$ cat src/rtl/sync_fifo_flagged.sv
// Single-clock FIFO with registered read data and a one-cycle valid strobe.
// Occupancy count, threshold flags and sticky overflow/underflow flags.
module sync_fifo_flagged #(
    parameter int DATA_WIDTH = 8,
    parameter int FIFO_DEPTH = 16,
    parameter int AF_THRESH  = FIFO_DEPTH - 2,
    parameter int AE_THRESH  = 2
) (
    input  logic                          clk,
    input  logic                          rst_n,
    input  logic                          wr_en,
    input  logic [DATA_WIDTH-1:0]         din,
    input  logic                          rd_en,
    input  logic                          err_clr,
    output logic [DATA_WIDTH-1:0]         dout,
    output logic                          valid,
    output logic                          full,
    output logic                          empty,
    output logic                          almost_full,
    output logic                          almost_empty,
    output logic [$clog2(FIFO_DEPTH):0]   count,
    output logic                          overflow,
    output logic                          underflow
);

    localparam int ADDR_W = $clog2(FIFO_DEPTH);
    localparam int CNT_W  = ADDR_W + 1;

    logic [DATA_WIDTH-1:0] mem [FIFO_DEPTH];
    logic [ADDR_W-1:0]     wr_ptr;
    logic [ADDR_W-1:0]     rd_ptr;
    logic                  wr_acc;
    logic                  rd_acc;

    // Flags are pure decodes of the registered count.
    always_comb begin
        full         = (count == CNT_W'(FIFO_DEPTH));
        empty        = (count == '0);
        almost_full  = (count >= CNT_W'(AF_THRESH));
        almost_empty = (count <= CNT_W'(AE_THRESH));
        wr_acc       = wr_en && !full;
        rd_acc       = rd_en && !empty;
    end

    // Storage array is not reset; entries are don't-care until written.
    always_ff @(posedge clk) begin
        if (wr_acc) begin
            mem[wr_ptr] <= din;
        end
    end

    // Pointers advance only on accepted accesses and wrap naturally.
    always_ff @(posedge clk or negedge rst_n) begin
        if (!rst_n) begin
            wr_ptr <= '0;
            rd_ptr <= '0;
        end else begin
            if (wr_acc) begin
                wr_ptr <= wr_ptr + ADDR_W'(1);
            end
            if (rd_acc) begin
                rd_ptr <= rd_ptr + ADDR_W'(1);
            end
        end
    end

    // Occupancy: a simultaneous read and write leaves it unchanged.
    always_ff @(posedge clk or negedge rst_n) begin
        if (!rst_n) begin
            count <= '0;
        end else begin
            unique case ({wr_acc, rd_acc})
                2'b10:   count <= count + CNT_W'(1);
                2'b01:   count <= count - CNT_W'(1);
                default: count <= count;
            endcase
        end
    end

    // Registered read port; dout holds between reads, valid pulses once.
    always_ff @(posedge clk or negedge rst_n) begin
        if (!rst_n) begin
            dout  <= '0;
            valid <= 1'b0;
        end else begin
            valid <= rd_acc;
            if (rd_acc) begin
                dout <= mem[rd_ptr];
            end
        end
    end

    // Sticky error flags; a new error in the clearing cycle wins.
    always_ff @(posedge clk or negedge rst_n) begin
        if (!rst_n) begin
            overflow  <= 1'b0;
            underflow <= 1'b0;
        end else begin
            if (wr_en && full) begin
                overflow <= 1'b1;
            end else if (err_clr) begin
                overflow <= 1'b0;
            end
            if (rd_en && empty) begin
                underflow <= 1'b1;
            end else if (err_clr) begin
                underflow <= 1'b0;
            end
        end
    end

endmodule
$ cat config.mk
export PLATFORM = sky130hd
export DESIGN_NAME = sync_fifo_flagged
export DESIGN_NICKNAME = d
export VERILOG_FILES = /design/src/rtl/sync_fifo_flagged.sv
export SDC_FILE = /design/constraint.sdc
export NUM_CORES = 1
export LEC_CHECK = 0
export CELL_PAD_IN_SITES_DETAIL_PLACEMENT = 1
export CELL_PAD_IN_SITES_GLOBAL_PLACEMENT = 1
export CORE_ASPECT_RATIO = 0.8
export CORE_MARGIN = 3
export CORE_UTILIZATION = 56
export DETAILED_ROUTE_END_ITERATION = 12
export PLACE_DENSITY_LB_ADDON = 0.1
export SLEW_MARGIN = 20
export SYNTH_ARGS = -nofsm -noshare
export SYNTH_HDL_FRONTEND = slang
export SYNTH_SLANG_ARGS = --single-unit
$ cat constraint.sdc
create_clock -name clk -period 5.6 [get_ports clk]
set_input_delay 0.56 -clock clk [delete_from_list [all_inputs] [get_ports clk]]
set_output_delay 0.56 -clock clk [all_outputs]
set_load 0.05 [all_outputs]
==> results of run 1 <==
==> synthesized netlist by cell type (2+ instances only) <==
cell / instances
a21oi_1: 3
a22o_1: 2
buf_2: 8
clkbuf_1: 8
dfrtp_1: 24
edfxtp_1: 128
ha_1: 9
inv_1: 6
mux2i_1: 16
mux4_2: 32
nand2_1: 23
nand2b_1: 3
nand3_1: 2
nand4_1: 2
nor2_1: 18
nor2b_1: 3
nor3_1: 4
o21ai_0: 4
o221ai_2: 8
xnor2_1: 6
xor2_1: 3
==> where the power goes <==
part | internal, mW | leakage [nW] | total [mW] | switching (mW)
sequential | 1.40 | 1.45 | 1.58 | 0.173
clock | 0.655 | 0.277 | 1.11 | 0.459
combinational | 0.523 | 0.751 | 1.24 | 0.714
total | 2.58 | 2.47 | 3.93 | 1.35
==> worst max-delay path, cell delays in order, from the launching register on <==
cell,delay (ns)
dfrtp_1,0.49
or4_4,0.61
o21ai_2,0.47
inv_2,0.23
ha_1,0.38
xor2_1,0.19
ha_1,0.23
o211a_1,0.25
o21ai_0,0.18
o41ai_1,0.11
nor4b_1,0.32
==> through the flow <==
| step | hold slack [ns] | std cells | total power, mW | area (um^2) |
|---|---|---|---|---|
| 5_1_grt | 0.553 | 524 | 4.11 | 7230 |
| 3_3_place_gp | 0.494 | 492 | 2.79 | 6650 |
| 3_5_place_dp | 0.503 | 492 | 2.84 | 6650 |
| 4_1_cts | 0.514 | 524 | 3.97 | 7230 |
| 2_1_floorplan | 0.264 | 333 | 2.47 | 6210 |
| 6_report | 0.511 | 524 | 3.93 | 7230 |
==> path summary, 6_finish.rpt <==
kind / startpoint / endpoint / slack, ns / cells past startpoint
setup reg to reg: count[1]$_DFFE_PN0P_ / count[4]$_DFFE_PN0P_ / 2.03 / 10
min in group clk: overflow$_DFFE_PN0P_ / overflow$_DFFE_PN0P_ / 0.54 / 1
hold reg to reg: overflow$_DFFE_PN0P_ / overflow$_DFFE_PN0P_ / 0.54 / 1
max in group asynchronous: rst_n / rd_ptr[2]$_DFFE_PN0P_ / 4.82 / 2
setup / recovery: count[1]$_DFFE_PN0P_ / count[4]$_DFFE_PN0P_ / 2.03 / 10
hold / removal: rst_n / dout[1]$_DFFE_PN0P_ / 0.51 / 2
==> cell type report <==
class,count,area (um^2)
Clock buffer,17,425
Timing Repair Buffer,38,365
Sequential cell,152,4450
Inverter,7,26.3
Tap cell,140,175
Clock inverter,15,149
Fill cell,864,3300
Multi-Input combinational cell,155,1640
==> routing by layer <==
| metal | global-route usage [%] | part of all wire, % | vias to the layer above |
|---|---|---|---|
| li1 | - | - | 1390 |
| met3 | 5.63 | 6.5 | 24 |
| met1 | 32.3 | 41 | 1649 |
| met5 | 0 | 0 | - |
| met2 | 38.4 | 50 | 108 |
| met4 | 10.1 | 2.2 | 0 |
==> cells by family after synthesis <==
family | share of synthesized area (%)
flops | 71.5
simple gates | 4.95
mux | 14.4
buf+inv | 2.11
compound gates | 3.95
xor+xnor | 1.27
fa+ha+maj | 1.81
==> flip-flops by register name (all words and copies together) (netlist names) <==
register and cells:
dout 8, wr_ptr 4, overflow 1, count 5
valid 1, mem 128, rd_ptr 4, underflow 1
==> flow_summary.json, run 1 <==
{
  "status": "completed",
  "numCtsBuffers": 17,
  "fin_crit_ns": 3.57,
  "yosys.area.top_type": "edfxtp_1",
  "dieWidth_um": 124,
  "yosysUniqueCellTypes": 42,
  "maxSlewHeadroom_pct": 26.8,
  "wl_per_cell_um": 25.4,
  "avgSynthCellArea_um2": 18.7,
  "final-setup-viol-count": 0,
  "fmax_ghz": 0.280,
  "synthFlopType": "edfxtp_1",
  "grt_max_degree": 35,
  "seq_area_frac_synth_pct": 71.5,
  "clock-sinks": 152,
  "cp-end-kind": "register",
  "core_area_um2": 10500,
  "dp_worst_setup_slack_ns": 2.14,
  "cts_hold_buffers": 0,
  "cts.clk_slew.worst_paths_ns": 0.07,
  "required_ns": 5.91,
  "viasPerCell": 6.05,
  "htreeDepth": 4,
  "crit_arrival_ns": 3.88,
  "most-common-layout-cells": "edfxtp_1 (128), mux4_2 (32), clkdlybuf4s50_1 (32)",
  "hold_viol_final": 0,
  "final_common_cell": "edfxtp_1",
  "drv_cap": 0,
  "nets": 393,
  "netlist_area_um2": 6210,
  "drive_above_1_share_pct": 21.9,
  "skew_ns": 0.0103,
  "place.gp.congestion": 0.825,
  "p_leak_nw": 2.47,
  "cellPowerDensity_nw_per_um2": 543,
  "drv_slew": 0,
  "cts_root_buffer": "clkbuf_16",
  "insertion_delay_ns": 0.43,
  "grt_usage_pct": 24.1,
  "synth_cells": 333,
  "drt-pass1-iter-count": 4,
  "area_growth_pct": 16.4,
  "setup_tns_ns": 0,
  "synth_top_area_share_pct": 61.9,
  "vias": 3171,
  "cts_tree": "yes",
  "worstSetupPathType": "register to register",
  "worst_pin_slew_ns": 1.10,
  "synth.net_count": 355,
  "rsz0062_at_grt": "false",
  "fp-row-count": 33,
  "dieHeight_um": 100,
  "cp-start-kind": "register",
  "die-area_um2": 12400,
  "final_util_pct": 68.7,
  "cts_resized": 0,
  "dp_hpwl_um": 8460,
  "drtIter0Drc": 264,
  "worst_ir_drop_vdd_uv": 443,
  "grt-ovfl-total": 0,
  "first_global_vias": 3486,
  "ctsLongestPathBuffers": 2,
  "worstHoldPathType": "input pin to async pin",
  "synth_edf_count": 128,
  "grt_pass1_wl_um": 20900,
  "yosys_warnings": 0,
  "port_buffers": 32,
  "antenna_found_initial": 0,
  "worstPathMaxFanout": 11,
  "post-route-drc-count": 0,
  "fin_crit_sh_pct": 63.7,
  "ioPinCount": 33,
  "setup_ws_ns": 2.03,
  "start_util_pct": 59.0,
  "async_flop_share_pct": 15.8,
  "antenna_cells": 0,
  "drtAntennaViolNets": 0,
  "synthTopCellsByArea": "edfxtp_1 (62%), mux4_2 (12%), dfrtp_1 (9.7%)",
  "ys_ff_latch": 152,
  "routed_wl_um": 13300,
  "post_cts_buffers": 0
}
(Power assumes the default switching activity.)
==> run 2, diff against run 1 <==
Settings changed: CORE_UTILIZATION 56 to 47.
Clock period 5.6 ns to 3.1 ns, I/O delays scaled along.
==> flow_summary.json, run 2 (synthesis results as in run 1) <==
{
  "cts.clk_slew.worst_paths_ns": 0.06,
  "top_register": "mem",
  "status": "completed",
  "cts_tree": "yes",
  "swShare_pct": 33.2,
  "start_util_pct": 49.6,
  "routed_wl_um": 13500,
  "vias": 3179,
  "fin_crit_ns": 2.76,
  "worstHoldPathType": "input pin to async pin",
  "ctsLongestPathBuffers": 2,
  "final-setup-viol-count": 0,
  "place_area_um2": 6880,
  "dieHeight_um": 109,
  "gr-max-usage-layer": "met2",
  "setup_tns_ns": 0,
  "cp_slowest_stage_delay_ns": 0.54,
  "core_area_um2": 12500,
  "nets": 417,
  "post_cts_buffers": 0,
  "regToRegSetupSlack_ns": 0.34,
  "numCtsBuffers": 17,
  "grt-ovfl-total": 0,
  "met2_usage_pct": 32.4,
  "fmax_ghz": 0.362,
  "met3_usage_pct": 5.12,
  "fin_crit_sh_pct": 89.2,
  "setup_ws_ns": 0.336,
  "drtAntennaViolNets": 0,
  "htreeDepth": 4,
  "dp_hpwl_um": 8950,
  "final_common_cell": "edfxtp_1",
  "worst_pin_slew_ns": 0.959,
  "antenna_cells": 0,
  "reg2reg_depth": 10,
  "wl_per_cell_um": 23.2,
  "cts_root_buffer": "clkbuf_16",
  "clkPwrFrac_pct": 28.3,
  "cp-start-kind": "register",
  "top_regs": "mem x128, dout x8, count x5",
  "finalPower_mw": 7.25,
  "power_frac_seq_pct": 38.3,
  "area_growth_pct": 20.3,
  "register_area_um2": 4450,
  "internal_power_mw": 4.84,
  "fp-row-count": 36,
  "drive_above_1_share_pct": 26.5,
  "drt-pass1-iter-count": 5,
  "ioPinCount": 33,
  "place.gp.congestion": 0.781,
  "gr-usage-met1_pct": 27.5,
  "fill_cells": 1130,
  "maxSlewHeadroom_pct": 36.0,
  "cp-end-kind": "register",
  "die-area_um2": 14600,
  "multi_input_area_um2": 1640,
  "dp_worst_setup_slack_ns": 0.271,
  "rsz0062_at_grt": "false",
  "insertion_delay_ns": 0.41,
  "r2r-start": "count[3]$_DFFE_PN0P_",
  "whs_ns": 0.284,
  "port_buffers": 32,
  "cellPowerDensity_nw_per_um2": 971,
  "crit_slowest_cell": "or4_4",
  "hold_viol_final": 0,
  "post-route-drc-count": 0,
  "instances_no_fill": 579,
  "drtIter0Drc": 237,
  "dp.cells": 547,
  "design_area_um2": 7470,
  "r2r-end": "count[4]$_DFFE_PN0P_",
  "grt_max_degree": 35,
  "antenna_found_initial": 0,
  "worst_ir_drop_vdd_uv": 606,
  "worstSetupPathType": "register to register",
  "power_switching_mw": 2.41,
  "grt_pass1_wl_um": 21200,
  "required_ns": 3.41,
  "final_util_pct": 59.7,
  "cts_hold_buffers": 0,
  "p_leak_nw": 2.60,
  "cp-startpoint": "count[3]$_DFFE_PN0P_",
  "crit_arrival_ns": 3.07,
  "worstPathMaxFanout": 8,
  "viasPerCell": 5.49,
  "first_global_vias": 3460,
  "most-common-layout-cells": "edfxtp_1 (128), mux4_2 (32), clkdlybuf4s50_1 (32)",
  "clock-sinks": 152,
  "combPwrFrac_pct": 33.4,
  "largest_reg_flops": 128,
  "dieWidth_um": 135,
  "skew_ns": 0.00969,
  "drv_slew": 0,
  "drv_cap": 0,
  "grt_usage_pct": 20.2,
  "path_cells": "or4_4 -> o21ai_2 -> inv_2 -> ha_2 -> buf_4 -> ha_1 -> o211a_1 -> o21ai_0 -> o41ai_1 -> nor4b_1"
}
[run 2: changes by cell type in the layout (fill, tap and decap cells not counted), moves of 2 or more]
cell	before	now
clkinvlp_4	2	4
clkbuf_1	0	2
buf_4	6	29
inv_6	4	0
[run 2: critical path, delay by kind of cell (launching register included)]
family | cells | cell delay [ns]
simple gates | 2 | 0.82
compound gates | 4 | 0.55
fa+ha+maj | 2 | 0.56
buf+inv | 2 | 0.29
flops | 1 | 0.45
[run 2: power groups by stage]
| stage | Clock [mW] | Sequential [mW] | Combinational (mW) |
|---|---|---|---|
| after global routing | 2.19 | 2.81 | 2.60 |
| after floorplan | 0 | 2.99 | 1.48 |
| final | 2.05 | 2.78 | 2.43 |
| after CTS | 2.09 | 2.78 | 2.47 |
| after global placement | 0 | 2.79 | 2.40 |
| after detailed placement | 0 | 2.82 | 2.45 |
[run 2: layer usage]
metal,vias to the layer above,wire (um)
met2,73,6680
met1,1660,5950
met3,6,759
met4,0,80
li1,1440,-
met5,-,0
[run 2: worst max-delay path by stage]
| stage | end | slack (ns) | cells past startpoint |
|---|---|---|---|
| after CTS | count[4]$_DFFE_PN0P_ | 0.26 | 10 |
| after floorplan | count[4]$_DFFE_PN0P_ | 0.08 | 12 |
| after global placement | count[4]$_DFFE_PN0P_ | 0.31 | 10 |
| after global routing | count[4]$_DFFE_PN0P_ | 0.08 | 10 |
| final | count[4]$_DFFE_PN0P_ | 0.34 | 10 |
| after detailed placement | count[4]$_DFFE_PN0P_ | 0.27 | 10 |
[run 2: what timing repair did]
action | CTS | global route
endpoints found under the hold margin | 0 | 0
endpoints found under the setup margin | 0 | 1
gates resized for setup | 0 | 1
[run 2: layout make-up]
type / count / area share, %
Inverter: 7 / 0.352
Clock buffer: 19 / 5.79
Multi-Input combinational cell: 155 / 21.9
Tap cell: 171 / 2.86
Clock inverter: 13 / 2.08
Timing Repair Buffer: 62 / 7.47
Sequential cell: 152 / 59.5
